--- src/rtl/alu_packet_tx_if.sv ---
// Ready/valid channel used on both sides of the ALU response packetizer.
// The word side and the byte side differ only in the width of data.
interface alu_packet_tx_if #(
    parameter int width_p = 8
);
    logic [width_p-1:0] data;
    logic               valid;
    logic               ready;

    modport master (output data, output valid, input ready);
    modport slave  (input data, input valid, output ready);
endinterface

--- src/rtl/alu_packet_tx.sv ---
// Frames one ALU result word per packet: opcode, reserved byte, 16-bit length,
// then the payload bytes least-significant first.
module alu_packet_tx #(
    parameter int          width_p  = 32,
    parameter logic [7:0]  opcode_p = 8'hEC
) (
    input  logic            clk_i,
    input  logic            reset_i,
    alu_packet_tx_if.slave  in_if,
    alu_packet_tx_if.master out_if
);
    localparam int B     = width_p / 8;
    localparam int N     = 4 + B;
    localparam int IDX_W = $clog2(N);

    localparam logic [15:0]      LEN      = 16'(N);
    localparam logic [IDX_W-1:0] LAST_IDX = IDX_W'(N - 1);

    localparam logic [0:0] IDLE = 1'b0;
    localparam logic [0:0] SEND = 1'b1;

    logic [0:0]         state;
    logic [IDX_W-1:0]   idx;
    logic [width_p-1:0] word_q;
    logic [7:0]         frame [N];
    logic               last;
    logic               accept;

    assign last   = (idx == LAST_IDX);
    // ready_i feeds ready_o combinationally so the next word can be taken
    // on the same edge as the final byte, giving gap-free back-to-back packets.
    assign in_if.ready  = (state == IDLE) || (last && out_if.ready);
    assign accept       = in_if.valid && in_if.ready;
    assign out_if.valid = (state == SEND);
    assign out_if.data  = frame[idx];

    always_comb begin
        frame[0] = opcode_p;
        frame[1] = 8'h00;
        frame[2] = LEN[7:0];
        frame[3] = LEN[15:8];
        for (int i = 0; i < B; i++) begin
            frame[4 + i] = word_q[8*i +: 8];
        end
    end

    always_ff @(posedge clk_i or posedge reset_i) begin
        if (reset_i) begin
            state <= IDLE;
            idx   <= '0;
        end else begin
            case (state)
                IDLE: begin
                    if (accept) begin
                        state <= SEND;
                        idx   <= '0;
                    end
                end
                SEND: begin
                    if (out_if.ready) begin
                        if (last) begin
                            idx <= '0;
                            if (!in_if.valid) begin
                                state <= IDLE;
                            end
                        end else begin
                            idx <= idx + 1'b1;
                        end
                    end
                end
                default: begin
                    state <= IDLE;
                    idx   <= '0;
                end
            endcase
        end
    end

    // Payload holding register carries no reset; only control is reset.
    always_ff @(posedge clk_i) begin
        if (accept) begin
            word_q <= in_if.data;
        end
    end
endmodule
--- src/flat_wrapper.sv ---
// flat-port wrapper written by rule: the top's interface ports become plain ports
module alu_packet_tx_flat 
#(
    parameter int          width_p  = 32,
    parameter logic [7:0]  opcode_p = 8'hEC
)
  (clk_i, reset_i, in_if_data, in_if_valid, in_if_ready, out_if_data, out_if_valid, out_if_ready);
  alu_packet_tx_if #(.width_p(width_p)) in_if_i ();
  alu_packet_tx_if #(.width_p(width_p)) out_if_i ();
  input  logic clk_i;
  input  logic reset_i;
  input wire logic [$bits(in_if_i.data)-1:0] in_if_data;
  input wire logic [$bits(in_if_i.valid)-1:0] in_if_valid;
  output wire logic [$bits(in_if_i.ready)-1:0] in_if_ready;
  output wire logic [$bits(out_if_i.data)-1:0] out_if_data;
  output wire logic [$bits(out_if_i.valid)-1:0] out_if_valid;
  input wire logic [$bits(out_if_i.ready)-1:0] out_if_ready;
  assign in_if_i.data = in_if_data;
  assign in_if_i.valid = in_if_valid;
  assign in_if_ready = in_if_i.ready;
  assign out_if_data = out_if_i.data;
  assign out_if_valid = out_if_i.valid;
  assign out_if_i.ready = out_if_ready;
  alu_packet_tx #(.width_p(width_p), .opcode_p(opcode_p)) u_core (.clk_i(clk_i), .reset_i(reset_i), .in_if(in_if_i), .out_if(out_if_i));
endmodule
--- config.mk ---
export PLATFORM = sky130hd
export DESIGN_NAME = alu_packet_tx_flat
export DESIGN_NICKNAME = d
export VERILOG_FILES = /design/src/rtl/alu_packet_tx_if.sv /design/src/rtl/alu_packet_tx.sv /design/src/flat_wrapper.sv
export SDC_FILE = /design/constraint.sdc
export NUM_CORES = 1
export LEC_CHECK = 0
export CAP_MARGIN = 20
export CORE_MARGIN = 2
export CORE_UTILIZATION = 30
export DETAILED_ROUTE_END_ITERATION = 8
export GPL_TIMING_DRIVEN = 0
export PLACE_DENSITY_LB_ADDON = 0.25
export RECOVER_POWER = 100
export SETUP_SLACK_MARGIN = 0.5
export SLEW_MARGIN = 0
export SYNTH_ARGS = -nofsm -noshare
export SYNTH_HDL_FRONTEND = slang
export SYNTH_SLANG_ARGS = --single-unit
--- constraint.sdc ---
create_clock -name clk_i -period 3 [get_ports clk_i]
set_input_delay 0.6 -clock clk_i [delete_from_list [all_inputs] [get_ports clk_i]]
set_output_delay 0.6 -clock clk_i [all_outputs]
set_load 0.05 [all_outputs]
==> results.cfg, run 1 <==
[status]
outcome = finished clean

[pwr]
p_seq_share_pct = 35.1
clkPwrFrac_pct = 18.4
p_int_uw = 1070
pwr_density_cell_nw_per_um2 = 739
power_uw = 1780
sw_frac_of_total_pct = 39.7
ir_drop_mv = 0.654
p_leak_uw = 0.00101
p_switching_uw = 708
pwr-share-comb_pct = 46.5

[finish]
fillers = 482
drive_gt1_share_pct = 25.0
final_nets = 227
diodes = 0
syn2layout_area_growth_pct = 44.3

[floorplanning]
start_util_pct = 30.7
die_x_microns = 78.6
core_sq_um = 5440
dieArea_sq_um = 6180
rows = 27
die_h_microns = 78.6
io_pins = 70

[setup_path]
r2r_cells = 4
regToRegStartpoint = u_core.idx[2]
criticalPathCategory = reg2out
cp-start-kind = flip-flop
crit_slowest_cell = dfrtp_1
reg2reg_slack_ns = 0.77
worstPathRequired_ns = 2.40
crit_path_start = u_core.idx[1]
r2r_end = u_core.word_q[19]
slowest_delay_ns = 0.38
critPathMaxFanout = 8
path_cells = clkbuf_1, inv_1, ha_1, or2_2, mux2_4, buf_6
critPathCaptureType = output pin
arrival_ns = 2.01

[global_routing]
grt_pass1_wl_microns = 4760
grt_max_degree = 18
antenna_found_initial = 0
grt_pass1_vias = 998
globalRouteOverflowTotal = 0
grt_util_all_layers_pct = 10.1

[timing]
rsz0062_at_grt = yes
tightest_slew_ns = 0.885
worst_hold_slack_ns = 0.651
finalSetupViolCount = 0
slew_violations = 0
tns_ns = 0
period_share_pct = 86.9
fin_skew_ns = 0.00900
finalHoldViolCount = 0
relSlewSlack_pct = 40.7
min_period_ns = 2.61
fmax_ghz = 0.383

[clock_tree]
clock_sinks = 36
ctsHoldBuffers = 0
numCtsBuffers = 5
clk_pin_slew_ns = 0.06
htreeDepth = 2
clockRootBuffer = clkbuf_8
cts_buffer_depth = 2
cts_tree = done
insertion_delay_ns = 0.28

[synthesis]
ys_ff_latch = 36
synth_ff_type = edfxtp_1
synth_top_area_cell = edfxtp_1
synth_common_cells = edfxtp_1 (32), buf_4 (24), mux2i_1 (9)
synth_cells = 105
synth_top_area_share_pct = 57.5
synth_edf_count = 32
syn_area_sq_um = 1670
yosysUniqueCellTypes = 24
postSynth.asyncResetShare_pct = 11.1
synthTopCellsByArea = edfxtp_1 (58%), buf_4 (11%), dfrtp_1 (6.0%)
ys_seq_area_share_pct = 63.5
synth_most_common_cell = edfxtp_1
synth_area_per_cell_sq_um = 15.9
yosys_warnings = 0

[routing]
drc = 0
drt_first_pass_iters = 4
drtIter0Drc = 24
viasPerCell = 3.91
postRouteWirelength_microns = 3000
wire_per_inst_microns = 11.5
dr_total_vias = 1016
ant_nets = 0

[job]
maxCapViolations = 0

[placed_design]
dp_hpwl_microns = 2360
portBuffers = 45
finalWeightedCongestion = 0.653

[min_path]
hp-class = in2async
[stage by stage]
stage | area [sq um] | util, % | cells | setup WS, ns
after floorplan | 1760 | - | 128 | 0.727
after global routing | 2410 | 44.3 | 260 | 0.262
final | 2410 | 44.3 | 260 | 0.392
after detailed placement | 2310 | 42.6 | 246 | 0.0361
after global placement | 2300 | 42.3 | 245 | 0.0588
after CTS | 2380 | 43.7 | 254 | 0.337
[cell families after synthesis]
kind of cell,synth area share [%]
flip-flops,63.5
AND/OR/NAND/NOR,4.42
multiplexers,11.9
adder cells (fa/ha/maj),3.00
other,0.225
buffers and inverters,12.9
AO/OA/AOI/OAI,4.04
[layout make-up]
cell class,instances,area (sq um),share of cell area (%)
flip-flops and latches,36,1060,44.0
multi-input cells,61,483,20.0
repair buffers,52,462,19.1
plain buffers,27,215,8.93
well taps,72,90.1,3.74
clock buffers,7,76.3,3.17
inverters,4,15.0,0.623
clock inverters,1,8.76,0.363
[critical path: cells and delay by family, from the launching register on]
family                     cells  cell delay [ns]
buffers and inverters          3             0.61
DFF                            1             0.38
and+or+nand+nor                1             0.27
muxes                          1             0.27
adders and majority gates      1             0.20
[placed cells by master, fill, tap and decap left out, types with 2 or more instances in the layout]
cell type and instances:
a21o_1 2, and2_1 3, buf_4 30, buf_6 2, clkbuf_1 11, clkbuf_8 5
conb_1 24, dfrtp_1 4, dlygate4sd3_1 35, edfxtp_1 32, ha_1 4, inv_1 4
mux2i_1 9, mux4_2 3, nand2b_1 2, o221ai_1 4, or2_2 2
[timing repair]
item                                    CTS  global route
setup buffers                             0             6
endpoints found under the setup margin    9             8
endpoints found under the hold margin     0             0
resized for setup                        34            14
cloned                                    0             0
[layer usage]
metal	track usage, %	wire length, microns
met1	11.1	1170
met2	18.6	1610
met3	3.68	222
met4	1.58	0
met5	0	0
[power groups by stage]
| stage | logic, uW | clock network, uW | registers, uW |
|---|---|---|---|
| final | 829 | 328 | 626 |
| after global routing | 881 | 359 | 632 |
| after CTS | 795 | 339 | 628 |
| after detailed placement | 846 | 0 | 639 |
| after global placement | 831 | 0 | 636 |
| after floorplan | 605 | 0 | 629 |
[worst max-delay path by stage]
| stage | slack (ns) | cells after the start | to |
|---|---|---|---|
| 2_1_floorplan | 0.73 | 4 | out_if_data[2] |
| 3_3_place_gp | 0.06 | 7 | out_if_data[3] |
| 3_5_place_dp | 0.04 | 7 | out_if_data[3] |
| 4_1_cts | 0.34 | 7 | out_if_data[3] |
| 5_1_grt | 0.26 | 4 | out_if_data[6] |
| 6_report | 0.39 | 6 | out_if_data[3] |
[flip-flops by register name (all words and copies together) (netlist names)]
register	cells
u_core.out_if.valid	1
u_core.idx	3
u_core.word_q	32
(Power assumes the default switching activity.)
==> inputs of run 2 (changes only) <==
--- a/config.mk
+++ b/config.mk
@@ -9,6 +9,7 @@
 export CORE_MARGIN = 2
 export CORE_UTILIZATION = 30
 export DETAILED_ROUTE_END_ITERATION = 8
+export GPL_ROUTABILITY_DRIVEN = 0
 export GPL_TIMING_DRIVEN = 0
 export PLACE_DENSITY_LB_ADDON = 0.25
 export RECOVER_POWER = 100
==> results of run 2 <==
The final DEF is identical to that of run 1; final timing and power are the same.
